<file path="src/rtl/instr_ctrl.sv">
// Instruction control: owns PC/IR, decodes 4-bit opcodes against the FETCH/EXEC1/EXEC2
// phase strobes, drives datapath strobes, and tracks halt, illegal opcodes and retirements.
module instr_ctrl #(
  parameter int PC_W  = 8,
  parameter int CNT_W = 16
) (
  input  logic             CLK,
  input  logic             RST_N,
  input  logic             FETCH,
  input  logic             EXEC1,
  input  logic             EXEC2,
  input  logic [15:0]      IMEM_DATA,
  input  logic             Z,
  output logic [PC_W-1:0]  IMEM_ADDR,
  output logic [15:0]      IR,
  output logic             E2,
  output logic             REG_WE,
  output logic             MEM_RD,
  output logic             MEM_WE,
  output logic             HALTED,
  output logic             ILLEGAL,
  output logic [CNT_W-1:0] RETIRED
);

  localparam logic [3:0] OP_NOP  = 4'h0;
  localparam logic [3:0] OP_ALU  = 4'h1;
  localparam logic [3:0] OP_LD   = 4'h2;
  localparam logic [3:0] OP_ST   = 4'h3;
  localparam logic [3:0] OP_JMP  = 4'h4;
  localparam logic [3:0] OP_JZ   = 4'h5;
  localparam logic [3:0] OP_HALT = 4'hF;

  localparam logic [PC_W-1:0] PC_ONE = {{(PC_W-1){1'b0}}, 1'b1};

  logic [PC_W-1:0] pc;
  logic [3:0]      opcode;
  logic            ph_fetch, ph_exec1, ph_exec2;
  logic            run;
  logic            is_alu, is_ld, is_st, is_jmp, is_jz, is_halt, is_illegal;

  function automatic logic [CNT_W-1:0] sat_inc(input logic [CNT_W-1:0] v);
    return (&v) ? v : v + {{(CNT_W-1){1'b0}}, 1'b1};
  endfunction

  // A phase is only valid when exactly one strobe is high.
  assign ph_fetch = FETCH & ~EXEC1 & ~EXEC2;
  assign ph_exec1 = ~FETCH & EXEC1 & ~EXEC2;
  assign ph_exec2 = ~FETCH & ~EXEC1 & EXEC2;
  assign run      = ~HALTED;

  assign opcode     = IR[15:12];
  assign is_alu     = (opcode == OP_ALU);
  assign is_ld      = (opcode == OP_LD);
  assign is_st      = (opcode == OP_ST);
  assign is_jmp     = (opcode == OP_JMP);
  assign is_jz      = (opcode == OP_JZ);
  assign is_halt    = (opcode == OP_HALT);
  assign is_illegal = ~(opcode == OP_NOP || is_alu || is_ld || is_st ||
                        is_jmp || is_jz || is_halt);

  assign IMEM_ADDR = pc;
  assign E2        = run & ph_exec1 & is_ld;
  assign MEM_RD    = run & ph_exec1 & is_ld;
  assign MEM_WE    = run & ph_exec1 & is_st;
  assign REG_WE    = run & ((ph_exec1 & is_alu) | (ph_exec2 & is_ld));

  always_ff @(posedge CLK or negedge RST_N) begin
    if (!RST_N) begin
      pc      <= '0;
      IR      <= '0;
      HALTED  <= 1'b0;
      ILLEGAL <= 1'b0;
      RETIRED <= '0;
    end else if (run) begin
      if (ph_fetch) begin
        IR <= IMEM_DATA;
        pc <= pc + PC_ONE;
      end
      // Jumps overwrite the PC+1 written at the preceding FETCH edge: no delay slot.
      if (ph_exec1) begin
        if (is_jmp || (is_jz && Z))
          pc <= IR[PC_W-1:0];
        if (is_halt)
          HALTED <= 1'b1;
        if (is_illegal)
          ILLEGAL <= 1'b1;
        if (!is_ld)
          RETIRED <= sat_inc(RETIRED);
      end
      if (ph_exec2 && is_ld)
        RETIRED <= sat_inc(RETIRED);
    end
  end

endmodule

</file>
<file path="config.mk">
export PLATFORM = sky130hd
export DESIGN_NAME = instr_ctrl
export DESIGN_NICKNAME = d
export VERILOG_FILES = /design/src/rtl/instr_ctrl.sv
export SDC_FILE = /design/constraint.sdc
export NUM_CORES = 1
export LEC_CHECK = 0
export ABC_AREA = 1
export CORE_ASPECT_RATIO = 1.4
export CORE_MARGIN = 4
export CORE_UTILIZATION = 30
export CTS_BUF_LIST = sky130_fd_sc_hd__clkbuf_8
export CTS_CLUSTER_SIZE = 16
export DETAILED_ROUTE_END_ITERATION = 8
export GPL_TIMING_DRIVEN = 1
export PLACE_DENSITY_LB_ADDON = 0.3
export SLEW_MARGIN = 10
export SYNTH_ARGS = -nofsm -noshare
export SYNTH_HDL_FRONTEND = slang
export SYNTH_SLANG_ARGS = --single-unit
</file>
<file path="constraint.sdc">
create_clock -name CLK -period 2.5 [get_ports CLK]
set_clock_uncertainty 0.2 [all_clocks]
set_input_delay 0.25 -clock CLK [delete_from_list [all_inputs] [get_ports CLK]]
set_output_delay 0.25 -clock CLK [all_outputs]
set_load 0.02 [all_outputs]
</file>
==> flow_summary.ini, run 1 <==
[status]
status = complete, no violations

[timing]
slew_headroom_pct = 65.35
post-route-min-period_ns = 2.282
rsz0062_at_grt = no
period_share_pct = 91.27
holdWs_ns = 0.1953
hold_viol = 0
worst_pin_slew_ns = 0.5179
slew_viol_final = 0
fmax_mhz = 438.3
setup_viol = 0
tns_ns = 0

[cells_and_area]
layout_commonest_cell = nand2_1
antenna_cells = 0
final_cells = 484
drive_above_1_share_pct = 9.044
final_cell_mix = nand2_1, clkdlybuf4s50_1, dfrtp_1, inv_1, nor2_1
fill_cells = 774
nNetsFinal = 411
syn2layout_area_growth_pct = 39.61
fin_util_pct = 43.66

[setup_path]
r2r_end = RETIRED[2]$_DFFE_PN0P_
critical_path_class = in2out
end_kind = output pin
crit_slowest_cell = clkdlybuf4s50_1
worstPathCellList = clkdlybuf4s50_1 -> inv_1 -> nand3_1 -> inv_2 -> nand2_1 -> inv_1 -> nand2_1 -> nor4_1 -> dlygate4sd2_1
rrSetupSlack_ns = 0.62
start_kind = primary input
crit_arrival_ns = 1.83
cpPeakStageDelay_ns = 0.42
critPathMaxFanout = 3
reg2regPathDepth = 9
r2r-start = RETIRED[0]$_DFFE_PN0P_
crit_required_ns = 2.05

[global_routing]
grt.total_usage_pct = 13.70
antenna_found_initial = 0
grt_max_degree = 29
grt_pass1_wl_mm = 10.12
overflow = 0
grt_pass1_vias = 2231

[yosys]
synth_compound_area_share_pct = 6.119
synth_fp_nets = 334
yosysSeqAreaShare_pct = 45.09
muxShareOfSynthArea_pct = 3.382
ys_warn_count = 0
syn_inst = 310
synth_seq_cells = 42
yosys.area.top_type = dfrtp_1
synth_cell_types = 29
synth_fa_ha_area_share_pct = 1.074
syn-cell-area_mm2 = 0.002331
syn_avg_cell_area_um2 = 7.519
synth-simple-area-share_pct = 30.43
synth_top_area_share_pct = 45.09
synth_top_family_by_area = simple AND/OR/NAND/NOR gates
yosys.area_share.xor_xnor_pct = 4.885
synth_area_leaders = dfrtp_1, nand2_1, inv_1

[floorplan]
die_h_um = 112.3
die_w_um = 82.50
core_area_mm2 = 0.007453
start_util_pct = 31.27
die_area_mm2 = 0.009264
io_pins = 68
num_rows = 37

[clock_network]
path_clk_slew_ns = 0.08
clk-insertion-delay-late_ns = 0.28
cts_setup_buffers = 0
cts_max_level = 2
root_buffer = clkbuf_8
cts_sinks = 42
cts_made_buffers = 5
cts_tree = built
cts_buffer_depth = 2

[drt]
ant_nets = 0
num_vias = 2203
first_pass_iters = 4
drc_errors = 0
drt-wirelength-per-cell_um = 12.48
wl_mm = 6.039
avgViaCountPerCell = 4.552
drt-initial-drc-count = 60

[power_and_ir_drop]
p_clk_share_pct = 42.4
switching_share_pct = 19.64
power_frac_comb_pct = 5.0
switching_power_mw = 0.2533
p_int_mw = 1.036
p_seq_share_pct = 52.6
p_total_mw = 1.289
peakVddDrop_v = 0.0001968
p_per_area_mw_per_mm2 = 396.2
leakage_nw = 1.608

[placed_design]
dp_cells = 476
port_buffers = 67
dp_hpwl_mm = 4.637
gp_routability_congestion = 0.8914

[hold_path]
hp-class = in2async

[flow_run]
cap_violations = 0
==> through the flow <==
stage	setup WS (ns)	area [um^2]
final	0.2184	3254
after global routing	0.03763	3254
after floorplan	0.2590	2331
after detailed placement	-0.1166	3129
after global placement	-0.03861	3129
after CTS	0.05399	3249
==> cell usage after synthesis <==
cell and count:
a21o_1 1, a21oi_1 12, buf_12 1, buf_2 2, buf_4 1, buf_6 1, clkbuf_1 2, dfrtp_1 42
ha_1 2, inv_1 35, inv_2 6, mux2_1 1, mux2_2 6, nand2_1 101, nand2_2 3, nand3_1 19
nand3_2 1, nand3b_1 1, nand4_1 5, nor2_1 33, nor2_2 2, nor3_1 5, nor4_1 1, o211ai_1 1
o21ai_0 10, o21ai_1 1, o22ai_1 2, xnor2_1 7, xor2_1 6
==> area by class of cell <==
class	instances	area, um^2	share of cell area [%]
clock buffer	6	82.58	2.537
clock inverter	1	30.03	0.9227
inverter	41	153.9	4.729
multi-input combinational	220	1070	32.87
sequential	42	1051	32.30
tap	97	121.4	3.729
timing repair buffer	77	745.7	22.91
==> critical path: cells and delay by family <==
kind / cells / cell delay (ns)
buffers and inverters: 5 / 1.05
and+or+nand+nor: 4 / 0.54
==> sequential cells by signal (all words and copies together), names as in the netlist <==
| name | flops |
|---|---|
| RETIRED | 16 |
| ILLEGAL | 1 |
| IR | 16 |
| HALTED | 1 |
| IMEM_ADDR | 8 |
==> cells by family (layout without fill, tap and decap cells) <==
kind of cell             after synthesis  count (layout)
AO/OA/AOI/OAI                         27              27
AND/OR/NAND/NOR                      171             171
XOR/XNOR                              13              13
flip-flops                            42              42
multiplexers                           7               7
buffers and inverters                 48             125
adder cells (fa/ha/maj)                2               2
==> power by group through the flow <==
| stage | combinational [mW] | sequential [mW] | clock [mW] |
|---|---|---|---|
| 2_1_floorplan | 0.00790 | 0.692 | 0 |
| 3_3_place_gp | 0.0646 | 0.692 | 0 |
| 3_5_place_dp | 0.0651 | 0.692 | 0 |
| 4_1_cts | 0.0665 | 0.679 | 0.568 |
| 5_1_grt | 0.0719 | 0.679 | 0.596 |
| 6_report | 0.0646 | 0.679 | 0.546 |
==> metal layers <==
layer / global-route usage [%] / routed length (um) / vias up
met5: 0 / 0 / -
met4: 4.471 / 135 / 0
met3: 3.130 / 286 / 10
met2: 23.29 / 3101 / 50
met1: 16.77 / 2516 / 1020
li1: - / - / 1123
==> worst max-delay path by stage <==
stage	startpoint	cells after the start	endpoint	slack, ns
3_3_place_gp	EXEC2	9	E2	-0.04
3_5_place_dp	EXEC2	9	E2	-0.12
4_1_cts	EXEC2	9	MEM_WE	0.05
6_report	EXEC2	9	E2	0.22
2_1_floorplan	HALTED$_DFF_PN0_	6	MEM_RD	0.26
5_1_grt	EXEC2	9	E2	0.04
==> timing repair <==
item,in CTS,in global routing
endpoints found under the setup margin,2,2
hold endpoints to repair,14,0
pin swaps,0,0
resized for setup,2,2
hold buffers,1,0
cloned,0,0
(Power assumes the default switching activity.)
==> inputs of run 2 (changes only) <==
- HOLD_SLACK_MARGIN: default -> 0.12
- clock period: 2.5 -> 2.8 ns (I/O delays scaled with it)
==> flow_summary.ini, run 2 (synthesized netlist as in run 1, its figures left out) <==
[clock_network]
cts_buffer_depth = 2
clk-insertion-delay-late_ns = 0.29
cts_tree = built
cts_setup_buffers = 0
cts_made_buffers = 5
path_clk_slew_ns = 0.08
cts_sinks = 42
root_buffer = clkbuf_8
cts_max_level = 2

[timing]
setup_viol = 0
holdWs_ns = 0.2714
tns_ns = 0
worst_pin_slew_ns = 0.9781
post-route-min-period_ns = 2.564
fmax_mhz = 390.0
slew_viol_final = 0
hold_viol = 0
slew_headroom_pct = 34.79
period_share_pct = 91.57
rsz0062_at_grt = no

[status]
status = complete, no violations

[setup_path]
rrSetupSlack_ns = 0.65
reg2regPathDepth = 10
critical_path_class = in2out
critPathMaxFanout = 4
crit_arrival_ns = 2.08
r2r-start = RETIRED[0]$_DFFE_PN0P_
end_kind = output pin
r2r_end = RETIRED[13]$_DFFE_PN0P_
start_kind = primary input
crit_required_ns = 2.32

[flow_run]
cap_violations = 0

[cells_and_area]
nNetsFinal = 404
syn2layout_area_growth_pct = 37.31
final_cell_mix = nand2_1, clkdlybuf4s50_1, dfrtp_1, inv_1, nor2_1
fill_cells = 771
drive_above_1_share_pct = 7.612
final_area_mm2 = 0.003201
area.sequential_mm2 = 0.001051
final_cells = 478
layout_commonest_cell = nand2_1
antenna_cells = 0
multi_input_comb_area_mm2 = 0.001070

[power_and_ir_drop]
peakVddDrop_v = 0.0001768
p_total_mw = 1.140
leakage_nw = 1.566
p_per_area_mw_per_mm2 = 356.1

[global_routing]
grt_pass1_vias = 2276
grt_max_degree = 43
overflow = 0
grt_pass1_wl_mm = 10.18
antenna_found_initial = 0
grt.total_usage_pct = 14.02

[placed_design]
dp_hpwl_mm = 4.532
dp_cells = 469
port_buffers = 67
gp_routability_congestion = 0.8837
placed_area_mm2 = 0.003077

[floorplan]
start_util_pct = 31.27
num_rows = 37
die_h_um = 112.3
die_w_um = 82.50
core_area_mm2 = 0.007453
die_area_mm2 = 0.009264
io_pins = 68

[drt]
num_vias = 2217
drt-wirelength-per-cell_um = 12.70
first_pass_iters = 4
avgViaCountPerCell = 4.638
drt-initial-drc-count = 63
drc_errors = 0
ant_nets = 0
wl_mm = 6.070

[hold_path]
holdPathStages = 1
hold_end = ILLEGAL$_DFFE_PN0P_
min_from = ILLEGAL$_DFFE_PN0P_
hp-class = reg2reg
==> run 2: changes by cell type in the layout (fill, tap and decap cells not counted), sizes merged <==
| cell | before | now |
|---|---|---|
| buf | 10 | 3 |
| clkdlybuf4s50 | 62 | 64 |
| dlygate4sd2 | 2 | 0 |
| clkbuf | 6 | 5 |
| clkinv | 0 | 2 |
==> run 2: final cells by class <==
type / instances / area share (%)
flip-flops and latches: 42 / 32.84
inverters: 41 / 4.808
multi-input cells: 220 / 33.42
clock buffers: 5 / 2.150
well taps: 97 / 3.792
clock inverters: 3 / 1.251
repair buffers: 70 / 21.74
==> run 2: worst max-delay path, cell delays in order <==
cell and delay, ns:
clkdlybuf4s50_1 0.46, inv_2 0.09, nand3_1 0.11, inv_2 0.10, nand2_1 0.08, inv_1 0.08
nand2_1 0.09, nor3_1 0.16, clkdlybuf4s50_1 0.63
==> run 2: per-layer routing <==
metal	track usage (%)	wire (um)	vias to the layer above	part of all wire [%]
met5	0	0	-	0
met4	5.562	162	0	2.7
met3	3.531	336	16	5.5
met2	25.21	3141	54	52
met1	15.17	2430	1041	40
li1	-	-	1106	-
==> run 2: how the worst max path moves through the flow <==
stage	from	endpoint	cells after the start
2_1_floorplan	HALTED$_DFF_PN0_	MEM_RD	6
3_3_place_gp	FETCH	E2	9
3_5_place_dp	FETCH	MEM_RD	9
4_1_cts	FETCH	MEM_RD	9
5_1_grt	FETCH	MEM_WE	9
6_report	FETCH	MEM_WE	9
==> run 2: metrics by stage <==
stage	setup slack [ns]	utilization, %
after global routing	0.07718	42.94
after CTS	0.09459	42.87
after floorplan	0.5290	-
after global placement	0.1498	41.28
after detailed placement	0.09126	41.28
final	0.2361	42.94
==> run 2: repair_timing <==
item	in CTS	in global routing
gates resized for setup	0	2
hold buffers	1	0
setup endpoints to repair	0	2
hold endpoints to repair	42	0
==> run 2: report_power, final <==
| group | internal (mW) | switching (mW) |
|---|---|---|
| combinational | 0.0288 | 0.0232 |
| sequential | 0.606 | 0 |
| clock | 0.263 | 0.219 |
==> inputs of run 3 (changes only) <==
- CORE_MARGIN: 4 -> default
- CORE_UTILIZATION: 30 -> 53
- PLACE_DENSITY: default -> 0.95
- PLACE_DENSITY_LB_ADDON: 0.3 -> default
==> flow_summary.ini, run 3 (synthesized netlist as in run 1, its figures left out) <==
[status]
status = finished with violations
violations = DRC

[timing]
period_share_pct = 95.34
worst_pin_slew_ns = 0.9046
slew_headroom_pct = 39.69
tns_ns = 0
hold_viol = 0
post-route-min-period_ns = 2.670
holdWs_ns = 0.2958
setup_slack_ns = 0.1304
fmax_mhz = 374.6
slew_viol_final = 0
rsz0062_at_grt = no
setup_viol = 0

[floorplan]
start_util_pct = 54.99
num_rows = 28
die_area_mm2 = 0.004671
io_pins = 68
core_area_mm2 = 0.004239
die_w_um = 58.05
die_h_um = 80.47

[drt]
drt-wirelength-per-cell_um = 12.58
avgViaCountPerCell = 5.075
wl_mm = 5.537
num_vias = 2233
first_pass_iters = 6
ant_nets = 0
drc_errors = 7
drt-initial-drc-count = 77

[global_routing]
grt_pass1_vias = 2210
overflow = 0
grt_max_degree = 43
grt_pass1_wl_mm = 9.163
antenna_found_initial = 0
grt.total_usage_pct = 25.72

[setup_path]
setup.worst_path.start = FETCH
rrSetupSlack_ns = 0.71
crit_required_ns = 2.32
start_kind = primary input
crit_slowest_cell = clkdlybuf4s50_1
cpPeakStageDelay_ns = 0.67
reg2regPathDepth = 10
critPathMaxFanout = 4
end_kind = output pin
r2r_end = RETIRED[12]$_DFFE_PN0P_
worstPathCellList = clkdlybuf4s50_1 -> inv_2 -> nand3_1 -> inv_2 -> nand2_1 -> inv_1 -> nand2_1 -> nor4_2 -> clkdlybuf4s50_1
critical_path_class = in2out
r2r-start = RETIRED[0]$_DFFE_PN0P_
crit_arrival_ns = 2.19
worstSetupEndpoint = E2

[cells_and_area]
nNetsFinal = 403
layout_commonest_cell = nand2_1
fin_util_pct = 74.29
final_cells = 440
syn2layout_area_growth_pct = 35.10
fill_cells = 309
drive_above_1_share_pct = 7.368
final_cell_mix = nand2_1, clkdlybuf4s50_1, dfrtp_1, inv_1, nor2_1
final_area_mm2 = 0.003149
antenna_cells = 0

[placed_design]
placed_area_mm2 = 0.003023
dp_hpwl_mm = 4.126
port_buffers = 67
place_worst_setup_slack_ns = 0.05622
dp_cells = 431
gp_routability_congestion = 0.9017

[clock_network]
cts_max_level = 2
root_buffer = clkbuf_8
path_clk_slew_ns = 0.07
cts_buffer_depth = 2
cts_tree = built
cts_made_buffers = 5
clk-insertion-delay-late_ns = 0.30
cts_sinks = 42

[power_and_ir_drop]
leakage_nw = 1.521
p_total_mw = 1.127
p_per_area_mw_per_mm2 = 357.9
peakVddDrop_v = 0.0003108

[flow_run]
cap_violations = 0

[hold_path]
min_from = IR[8]$_DFFE_PN0P_
hp-class = reg2reg
holdPathStages = 1
## run 3: cell types whose count changed in the layout (fill, tap and decap cells not counted), sizes merged
cell           previous run  this run
clkdlybuf4s50            64        66
inv                      41        42
dlymetal6s2s              2         0
clkinvlp                  0         1
clkinv                    2         0
buf                       3         2
## run 3: area by class of cell
type	count	area, um^2	share of cell area [%]
clock buffers	5	68.82	2.185
clock inverters	3	41.29	1.311
inverters	41	153.9	4.887
flip-flops and latches	42	1051	33.37
well taps	60	75.07	2.384
repair buffers	69	683.2	21.69
multi-input cells	220	1076	34.17
## run 3: worst max-delay path, delay by kind of cell
family | cells | cell delay (ns)
buffers and inverters | 5 | 1.41
and+or+nand+nor | 4 | 0.50
## run 3: per-layer routing
| metal | vias to the layer above | GRT usage (%) | part of all wire, % |
|---|---|---|---|
| li1 | 1108 | - | - |
| met5 | - | 0 | 0 |
| met1 | 1035 | 27.23 | 39 |
| met4 | 0 | 14.76 | 2.2 |
| met3 | 10 | 3.543 | 4.8 |
| met2 | 80 | 47.47 | 54 |
## run 3: worst min-delay path by stage
stage	to
floorplan	HALTED$_DFF_PN0_
finish	IR[8]$_DFFE_PN0P_
CTS	IR[8]$_DFFE_PN0P_
detailed placement	IR[6]$_DFFE_PN0P_
global route	IR[8]$_DFFE_PN0P_
global placement	ILLEGAL$_DFFE_PN0P_
## run 3: repair_timing
item                       4_1_cts  5_1_grt
hold endpoints to repair        42        0
resized for setup                0        1
buffers inserted                 0        0
setup endpoints to repair        0        2
hold buffers                     1        0
## run 3: power breakdown
| part | leakage, nW | internal [mW] | switching (mW) |
|---|---|---|---|
| clock | 0.0556 | 0.262 | 0.207 |
| combinational | 0.967 | 0.0289 | 0.0226 |
| sequential | 0.498 | 0.606 | 0 |
